### src/rtl/rdq_fifo4x32.sv
// rdq_fifo4x32: four-entry first-word-fall-through queue built from enabled registers.
// Occupancy is tracked in a registered count, and full and empty are decoded from that count.
module rdq_fifo4x32 #(
  parameter int WIDTH = 32,
  parameter int DEPTH = 4
) (
  input  logic                       clk,
  input  logic                       r,
  input  logic                       i_wr_en,
  input  logic [WIDTH-1:0]           i_wr_data,
  output logic                       o_full,
  input  logic                       i_rd_en,
  output logic [WIDTH-1:0]           o_rd_data,
  output logic                       o_empty,
  output logic [$clog2(DEPTH):0]     o_count,
  output logic                       o_ovf,
  output logic                       o_unf
);
  localparam int AW = $clog2(DEPTH);
  logic [WIDTH-1:0] r_mem [DEPTH];
  logic [AW-1:0]    r_wr_ptr, r_rd_ptr;
  logic [AW:0]      r_count;
  logic             r_ovf, r_unf;
  logic             w_push, w_pop;
  logic [DEPTH-1:0] w_we;
  assign o_full    = r_count == (AW+1)'(DEPTH);
  assign o_empty   = r_count == '0;
  assign o_count   = r_count;
  assign o_ovf     = r_ovf;
  assign o_unf     = r_unf;
  assign o_rd_data = r_mem[r_rd_ptr];
  // A push into a full queue is allowed when the head leaves in the same cycle.
  assign w_push = i_wr_en & (~o_full | i_rd_en);
  assign w_pop  = i_rd_en & ~o_empty;
  for (genvar i = 0; i < DEPTH; i++) begin : g_entry
    assign w_we[i] = w_push & (r_wr_ptr == AW'(i));
    always_ff @(posedge clk)
      if (w_we[i]) r_mem[i] <= i_wr_data;
  end
  always_ff @(posedge clk or negedge r) begin
    if (!r) begin
      r_wr_ptr <= '0;
      r_rd_ptr <= '0;
      r_count  <= '0;
      r_ovf    <= 1'b0;
      r_unf    <= 1'b0;
    end else begin
      if (w_push) r_wr_ptr <= r_wr_ptr + 1'b1;
      if (w_pop) r_rd_ptr <= r_rd_ptr + 1'b1;
      r_count <= r_count + (AW+1)'(w_push) - (AW+1)'(w_pop);
      if (i_wr_en & o_full & ~i_rd_en) r_ovf <= 1'b1;
      if (i_rd_en & o_empty) r_unf <= 1'b1;
    end
  end
endmodule

### config.mk
export PLATFORM = sky130hd
export DESIGN_NAME = rdq_fifo4x32
export DESIGN_NICKNAME = d
export VERILOG_FILES = /design/src/rtl/rdq_fifo4x32.sv
export SDC_FILE = /design/constraint.sdc
export NUM_CORES = 1
export LEC_CHECK = 0
export ABC_AREA = 1
export BUFFER_PORTS_ARGS = -buffer_cell sky130_fd_sc_hd__buf_4
export CORE_ASPECT_RATIO = 1.75
export CORE_MARGIN = 5
export CORE_UTILIZATION = 53
export CTS_BUF_LIST = sky130_fd_sc_hd__clkbuf_4 sky130_fd_sc_hd__clkbuf_8
export CTS_CLUSTER_SIZE = 30
export DETAILED_ROUTE_END_ITERATION = 6
export PLACE_DENSITY = 0.85
export SYNTH_ARGS = -nofsm -noshare
export SYNTH_HDL_FRONTEND = slang
export SYNTH_SLANG_ARGS = --single-unit
### constraint.sdc
create_clock -name clk -period 2.5 [get_ports clk]
set_clock_uncertainty 0.1 [all_clocks]
set_input_delay 0 -clock clk [delete_from_list [all_inputs] [get_ports clk]]
set_output_delay 0 -clock clk [all_outputs]
set_load 0.05 [all_outputs]
Word level (Yosys, flattened, before mapping)
Memory sizes are Yosys's and may differ from the RTL's.
Index checks and enable logic that the tools add are counted.
W data, S select, Z words.
{"block": "classes", "n_addsub": 4, "reduce_logical": 5, "n_eq_ne": 4, "bitwise": 13, "n_mux": 17}
{"op": "$mux W32", "count": 3}
{"op": "$reduce_or A32 Y1", "count": 3}
{"op": "$mux W1", "count": 11}
{"op": "$and A1 B1 Y1", "count": 9}
{"op": "$mux W2", "count": 3}
{"op": "$add A2 B1 Y2 const B", "count": 2}
{"op": "$eq A2 B2 Y1 const B", "count": 2}
{"op": "$add A3 B1 Y3", "count": 1}
{"op": "$eq A3 B3 Y1 const B", "count": 1}
{"op": "$logic_not A3 Y1", "count": 1}
{"op": "$not A1 Y1", "count": 3}
{"op": "$sub A3 B1 Y3", "count": 1}
{"op": "$eq A2 B1 Y1 const B", "count": 1}
{"op": "$logic_not A2 Y1", "count": 1}
{"op": "$or A1 B1 Y1", "count": 1}
{"block": "totals", "inputBits": 36, "register_bits": 9, "memories": 1, "mem_bits_rw": 128}
{"memory": "r_mem", "depth": 4, "word_bits": 32, "rd": 1, "rd_clocked_by_memory_dff": 0, "wr": 1, "line_no": "20", "rtl": "logic [WIDTH-1:0] r_mem [DEPTH];"}

Depth between registers and ports, before layout
Gate-level depths: netlist of run 1.
{"block": "logic_depth", "ltp_word": 11, "mapped_depth": 9, "depth_no_buf": 9}

Worst setup path before layout of run 1
OpenSTA, ideal clock, no wires.
{"block": "synth_path", "kind": "reg-to-reg", "startpoint": "register r_count[1], in the netlist o_count[1]", "endpoint": "memory r_mem[0][0] (enable)", "required_ps": 1979, "t_arrival_ps": 2410, "setup_time_ps": 421, "path_stages_with_launch": 5, "path_buffers": 0, "setup_slack_ps": -431, "path_cell_list": "dfrtp_1 > nor2_1 > nand3_1 > nand2_2 > nor2_1"}
{"block": "synth_between", "word_cells_on_any_way": 25, "classes_between": "eq/ne: 1; mux: 14; bitwise: 7; reduce/logical: 3"}
{"element": "start: declaration", "line_no": "22", "rtl": "logic [AW:0] r_count;"}
{"element": "start signal: assignment", "line_no": "50", "rtl": "r_count <= r_count + (AW+1)'(w_push) - (AW+1)'(w_pop);"}
{"element": "$eq A3 B3 Y1", "line_no": "26", "rtl": "assign o_full = r_count == (AW+1)'(DEPTH);"}
{"element": "$not A1 Y1", "line_no": "33", "rtl": "assign w_push = i_wr_en & (~o_full | i_rd_en);"}
{"element": "$or A1 B1 Y1", "line_no": "33"}
{"element": "$and A1 B1 Y1", "line_no": "33"}
{"element": "$and A1 B1 Y1", "line_no": "36", "rtl": "assign w_we[i] = w_push & (r_wr_ptr == AW'(i));"}
{"element": "via w_we[0]", "line_no": "25", "rtl": "logic [DEPTH-1:0] w_we;"}
{"element": "$mux W1", "line_no": "38", "rtl": "if (w_we[i]) r_mem[i] <= i_wr_data;"}
{"element": "$mux W1 (not written as such)", "line_no": "38"}
{"element": "$mux W1 (no line) (3 in a row)"}
{"element": "end: declaration", "line_no": "20"}
The timed path passes the listed nets, and every way through them passes these cells.

Final worst setup path of run 1
{"block": "layout_path", "startpoint": "register r_rd_ptr[0]", "endpoint": "output o_rd_data[24]"}
{"block": "layout_between", "elab_chain_len": 1}
{"element": "start: declaration", "line_no": "21", "rtl": "logic [AW-1:0] r_wr_ptr, r_rd_ptr;"}
{"element": "start signal: assignment", "line_no": "49", "rtl": "if (w_pop) r_rd_ptr <= r_rd_ptr + 1'b1;"}
{"element": "$mem_v2 Z4 W32"}
{"element": "end: declaration", "line_no": "13", "rtl": "output logic [WIDTH-1:0] o_rd_data,"}
No other way between the ends.

==> results of run 1 <==
[timing repair]
action / 4_1_cts / 5_1_grt
hold buffers: 36 / 0
endpoints found under the hold margin: 143 / 0
setup buffers: 0 / 0
[power by group through the flow]
stage          sequential (mW)  clock, mW  combinational, mW
6_report                  3.13       1.92               4.34
5_1_grt                   3.16       2.06               4.63
4_1_cts                   3.13       1.95               4.36
3_5_place_dp              3.18          0               4.30
3_3_place_gp              3.15          0               4.19
2_1_floorplan             3.31          0               3.00
[cell type report]
cell class                 count  area [sq um]
clock inverter                15           201
multi-input combinational    230          1130
sequential                   137          4070
inverter                      16          60.1
clock buffer                  17           234
tap                          125           156
fill                         657          3010
timing repair buffer         120          1040
[worst max-delay path, delay by kind of cell, from the launching register on]
family | cells | cell delay, ns
AOI/OAI and AO/OA | 2 | 0.21
and+or+nand+nor | 2 | 0.22
buffers and inverters | 2 | 0.86
DFF | 1 | 0.37
[through the flow]
step           cells  setup TNS (ns)  setup WS [ns]   util
2_1_floorplan    404          -55.13         -0.431      -
3_3_place_gp     592               0          0.412  0.616
3_5_place_dp     592               0          0.349  0.616
4_1_cts          660               0          0.282  0.696
5_1_grt          660               0          0.162  0.696
6_report         660               0          0.310  0.696
[metal layers]
metal	wire, microns	global-route usage	up-vias	part of all wire
met5	0	0	-	0
met4	414	0.108	0	0.038
met3	517	0.0528	30	0.047
met2	6140	0.346	94	0.56
met1	3940	0.191	1656	0.36
li1	-	-	1668	-
[worst paths after layout]
kind,to,depth (start not counted),start,slack [ns]
setup / recovery,o_rd_data[24],6,r_rd_ptr[0]$_DFFE_PN0P_,0.31
hold reg to reg,o_ovf$_DFFE_PN0P_,1,o_ovf$_DFFE_PN0P_,0.39
min in group asynchronous,o_count[2]$_DFF_PN0_,3,r,0.46
hold / removal,r_mem[3][7]$_DFFE_PP_,2,i_wr_data[7],0.21
max in group asynchronous,r_rd_ptr[0]$_DFFE_PN0P_,3,r,1.52
setup reg to reg,o_count[2]$_DFF_PN0_,8,o_count[1]$_DFF_PN0_,0.35
[synthesized netlist by cell type (2+ instances only)]
library cell	count
o21ai_1	93
o21ai_0	3
inv_1	14
edfxtp_1	128
nor2_1	89
dfrtp_1	9
buf_6	10
ha_1	6
buf_2	4
inv_2	2
nor2_2	12
nand2_1	16
clkbuf_1	3
nand3_1	5
o21bai_1	2
buf_4	3
[state kept, by name (all words and copies together), names as in the netlist]
register / count
o_count: 3
o_ovf: 1
o_unf: 1
r_mem: 128
r_rd_ptr: 2
r_wr_ptr: 2
[logic make-up after synthesis]
group	after synthesis
buffers and inverters	37
DFF	137
adders and majority gates	7
AOI/OAI and AO/OA	98
and+or+nand+nor	124
xor gates and xnor gates	1
==> flow_summary.ini, run 1 <==
[worst_setup_path]
slowest_delay_ns = 0.60
critPathLaunchType = flip-flop
worstPathMaxFanout = 66
crit_required_ns = 2.40
cp.arrival_ns = 2.09
endpoint_kind = output port
crit_chain = buf_4 > nor2_1 > nor2_1 > o21ai_1 > o21ai_1 > buf_4
crit_slowest_cell = buf_4
worst-setup-path-type = reg2out

[final_layout]
layout.nets = 565
final_common_cell = edfxtp_1
diodes = 0
fin_area_sq_mm = 0.00690
drive_gt1_frac = 0.254
area_delta_synth_final_pct = 27.4
layout_common_cells = edfxtp_1 (128), o21ai_1 (93), nor2_1 (85), buf_4 (80), dlygate4sd3_1 (36)

[route]
firstDrtPassIters = 4
num_vias = 3448
first_iter_violations = 214
vias_per_cell = 5.22
drc = 0
wl_per_cell_microns = 16.7
postRouteAntennaNets = 0
wl_microns = 11000

[cts]
cts_resized = 0
cts_max_path_buffers = 2
cts_made_buffers = 17
ctsRootBufferMaster = clkbuf_8
cts_tree = done
path_clk_slew_ns = 0.08
clock_latency_ns = 0.43
clock_sinks = 137
htree_levels = 4

[power_and_ir_drop]
leakage_nw = 2.57
total_power_mw = 9.39
p_sw_frac = 0.434
pwr-share-seq = 0.334
pwr-share-comb = 0.462
ir_drop_uv = 1170
power_switching_mw = 4.08
power_density_mw_per_mm2 = 1360
intPower_mw = 5.31
pwr-share-clk = 0.204

[yosys]
ys_types = 21
synth_top_cell_area_share = 0.710
synthSimpleGateAreaFrac = 0.0933
synth_top_family_by_area = simple AND/OR/NAND/NOR gates
synth-xor-area-share = 0.00162
synth-compound-area-share = 0.0915
netlist_area_sq_mm = 0.00542
async_flop_share = 0.0657
synth_mux_area_frac = 0
synthFlopType = edfxtp_1
netlist_instances = 404
ys_seq_area_frac = 0.751
synth_seq_cells = 137
yosys_warnings = 0
synth.area.top_cells = edfxtp_1 (71%), o21ai_1 (8.6%), nor2_1 (6.2%)
synth-adder-area-share = 0.0176
avgSynthCellArea_sq_um = 13.4
syn_nets = 447
synth_area_leader_cell = edfxtp_1
synth_edf_count = 128

[worst_hold_path]
hold_class = in2reg

[placement]
port_buffers = 74
gp_routability_congestion = 0.792
place_hpwl_microns = 6600
placed_area_sq_mm = 0.00610

[global_routing]
grt_overflow = 0
grt_pass1_wl_microns = 17500
antenna_found_initial = 0
grt_max_degree = 67
grt_pass1_vias = 3682
grtUsageTotal = 0.191

[timing]
period_needed_ns = 2.19
slew_violations = 0
worstMarginPinSlew_ns = 0.735
hold_viol_final = 0
setup_viol = 0
slew_headroom = 0.510
period_share = 0.876
rsz0062_at_grt = no
fmax_ghz = 0.457
holdWs_ns = 0.211

[outcome]
status = complete, no violations

[die]
std_cell_rows = 48
initial_utilization = 0.546
dieArea_sq_mm = 0.0124
fp.dieH_microns = 144
io_pins = 75
coreArea_sq_mm = 0.00991
die_w_microns = 86.4

[job]
max-cap-violations = 0
No activity file was read; power rests on OpenSTA's default activity.
==> run 2, diff against run 1 <==
==> config.mk (replaced) <==
export PLATFORM = sky130hd
export DESIGN_NAME = rdq_fifo4x32
export DESIGN_NICKNAME = d
export VERILOG_FILES = /design/src/rtl/rdq_fifo4x32.sv
export SDC_FILE = /design/constraint.sdc
export NUM_CORES = 1
export LEC_CHECK = 0
export BUFFER_PORTS_ARGS = -buffer_cell sky130_fd_sc_hd__buf_4
export CORE_ASPECT_RATIO = 1.75
export CORE_MARGIN = 5
export CORE_UTILIZATION = 59
export CTS_BUF_LIST = sky130_fd_sc_hd__clkbuf_4 sky130_fd_sc_hd__clkbuf_8
export CTS_CLUSTER_SIZE = 30
export DETAILED_ROUTE_END_ITERATION = 6
export PLACE_DENSITY = 0.9
export SYNTH_ARGS = -nofsm -noshare
export SYNTH_HDL_FRONTEND = slang
export SYNTH_SLANG_ARGS = --single-unit
==> constraint.sdc (replaced) <==
create_clock -name clk -period 2.4 [get_ports clk]
set_clock_uncertainty 0.1 [all_clocks]
set_input_delay 0 -clock clk [delete_from_list [all_inputs] [get_ports clk]]
set_output_delay 0 -clock clk [all_outputs]
set_load 0.05 [all_outputs]
==> run 2 against run 1 <==
Against the previous run: final area down 3.4%; via count down 28%; synthesized cell count down 49%; highest routed layer unchanged; register-to-register slack worse by 0.24 ns; critical path type is now reg2reg; largest power group unchanged; sequential cell count unchanged; first-iteration DRC count down 43%; die area down 13%; clock power about the same; final cell count down 29%; largest cell class unchanged.
==> flow_summary.ini, run 2 <==
[timing]
fin_setup_tns_ns = 0
period_needed_ns = 2.29
slew_headroom = 0.446
hold_viol_final = 0
worstMarginPinSlew_ns = 0.831
slew_violations = 0
period_share = 0.955
fmax_ghz = 0.436
rsz0062_at_grt = no
setup_viol = 0

[job]
max-cap-violations = 0

[worst_hold_path]
holdPathStages = 2
holdPathEnd = r_mem[1][29]$_DFFE_PP_
hold_class = in2reg
min_from = i_wr_data[29]

[global_routing]
grtUsageTotal = 0.196
gr-usage-met3 = 0.0535
grt_overflow = 0
grt_max_degree = 34
top_usage_layer = met2
antenna_found_initial = 0
grt_pass1_vias = 2755
grt.met2_usage = 0.327
grt_pass1_wl_microns = 14900
grt_use_met1 = 0.239

[cts]
htree_levels = 4
path_clk_slew_ns = 0.07
cts_max_path_buffers = 2
cts_resized = 0
clock_latency_ns = 0.42
ctsRootBufferMaster = clkbuf_8
postCtsSetupBuffers = 0
clock_sinks = 137
cts_hold_buf = 37
cts_made_buffers = 17
cts_tree = done

[route]
firstDrtPassIters = 4
vias_per_cell = 5.32
wl_per_cell_microns = 20.0
first_iter_violations = 122
wl_microns = 9400
postRouteAntennaNets = 0
drc = 0
num_vias = 2499

[final_layout]
fin_area_sq_mm = 0.00666
multi_input_area_sq_um = 980
final-seq-area_sq_mm = 0.00408
drive_gt1_frac = 0.450
layout_common_cells = edfxtp_1 (128), buf_4 (83), dlygate4sd3_1 (37), mux4_2 (32), clkbuf_8 (17)
diodes = 0
layout.nets = 384
largest_register = r_mem
fillers = 437
final_common_cell = edfxtp_1
area_delta_synth_final_pct = 29.8
largest_register_ffs = 128

[yosys]
synth_area_leader_cell = edfxtp_1
ys_types = 21
synth_most_common_cell = edfxtp_1
ys_seq_area_frac = 0.792
yosys_warnings = 0
synth_seq_cells = 137
syn_nets = 251
synth_edf_count = 128
netlist_area_sq_mm = 0.00513
synth.area.top_cells = edfxtp_1 (75%), mux4_2 (14%), dfrtp_1 (4.4%)
async_flop_share = 0.0657
synthFlopType = edfxtp_1
avgSynthCellArea_sq_um = 24.7
yosys-top-cells-count = edfxtp_1 (128), mux4_2 (32), dfrtp_1 (9)
synth_top_cell_area_share = 0.749
netlist_instances = 208

[worst_setup_path]
cp.arrival_ns = 2.53
timing.rr.end = o_count[2]$_DFF_PN0_
critPathLaunchType = flip-flop
worstPathMaxFanout = 6
r2r_start = o_count[1]$_DFF_PN0_
worst-setup-path-type = reg2reg
reg2reg_depth = 7
endpoint_kind = flip-flop
crit_required_ns = 2.64
r2r_slack_ns = 0.11

[die]
coreArea_sq_mm = 0.00861
dieArea_sq_mm = 0.0107
die_w_microns = 80.5
fp.dieH_microns = 133
initial_utilization = 0.596
std_cell_rows = 45
io_pins = 75

[power_and_ir_drop]
p_sw_frac = 0.378
pwr-share-clk = 0.205
pwr-share-comb = 0.412
leakage_nw = 2.41
power_density_mw_per_mm2 = 1380
power_switching_mw = 3.48
ir_drop_uv = 1030
pwr-share-seq = 0.382
intPower_mw = 5.74

[placement]
placed_area_sq_mm = 0.00589
place_hpwl_microns = 5670
port_buffers = 74
gp_routability_congestion = 0.724

[outcome]
status = complete, no violations
==> run 2: cell types whose count changed after synthesis, sizes merged, moves of 4 or more <==
cell   before  now
o21ai      96    0
nand3       5    0
nand2      17    1
nor2      101    0
and2        0    4
mux4        0   32
buf        18    7
xnor2       0    4
inv        16    6
==> run 2: worst max-delay path by stage <==
stage	start	end	slack, ns
2_1_floorplan	o_count[2]$_DFF_PN0_	o_count[2]$_DFF_PN0_	0.07
3_3_place_gp	o_count[1]$_DFF_PN0_	o_count[2]$_DFF_PN0_	0.23
3_5_place_dp	o_count[1]$_DFF_PN0_	o_count[2]$_DFF_PN0_	0.18
4_1_cts	o_count[1]$_DFF_PN0_	o_count[2]$_DFF_PN0_	0.16
5_1_grt	o_count[1]$_DFF_PN0_	o_count[2]$_DFF_PN0_	0.003
6_report	o_count[1]$_DFF_PN0_	o_count[2]$_DFF_PN0_	0.11
==> run 2: metrics by stage <==
step / hold slack, ns / util / setup WS (ns) / power, mW / std cells
floorplan: -0.396 / - / 0.0748 / 6.20 / 208
global placement: -0.271 / 0.683 / 0.234 / 7.24 / 402
detailed placement: -0.272 / 0.683 / 0.177 / 7.32 / 402
CTS: 0.200 / 0.773 / 0.159 / 9.27 / 470
global route: 0.201 / 0.773 / 0.00256 / 9.62 / 470
finish: 0.223 / 0.773 / 0.109 / 9.22 / 470
==> run 2: logic make-up after synthesis <==
group | synth area share
AOI/OAI and AO/OA | 0.00512
xor gates and xnor gates | 0.00853
adders and majority gates | 0.0185
buffers and inverters | 0.0168
DFF | 0.792
muxes | 0.143
and+or+nand+nor | 0.0153
==> run 2: cell type report <==
type	count	area share
Multi-Input combinational cell	57	0.147
Clock inverter	12	0.0235
Timing Repair Buffer	122	0.155
Sequential cell	137	0.612
Inverter	6	0.00338
Tap cell	117	0.0220
Clock buffer	19	0.0374
==> run 2: metal layers <==
metal,vias up,wire length [microns]
met2,95,5340
li1,1129,-
met3,16,481
met1,1259,3360
met5,-,0
met4,0,212
==> run 2: worst max-delay path: stages, from the launching register on <==
cell and delay (ns):
dfrtp_2 0.46, o31a_2 0.39, ha_1 0.28, inv_1 0.04
ha_1 0.18, fa_1 0.37, xnor2_1 0.24, xnor2_1 0.16
==> run 2: power groups by stage <==
stage                     logic (mW)  clock network [mW]  registers [mW]
after global routing            3.99                2.05            3.59
after global placement          3.71                   0            3.53
after CTS                       3.82                1.92            3.53
after detailed placement        3.75                   0            3.57
final                           3.80                1.89            3.53
after floorplan                 2.71                   0            3.49
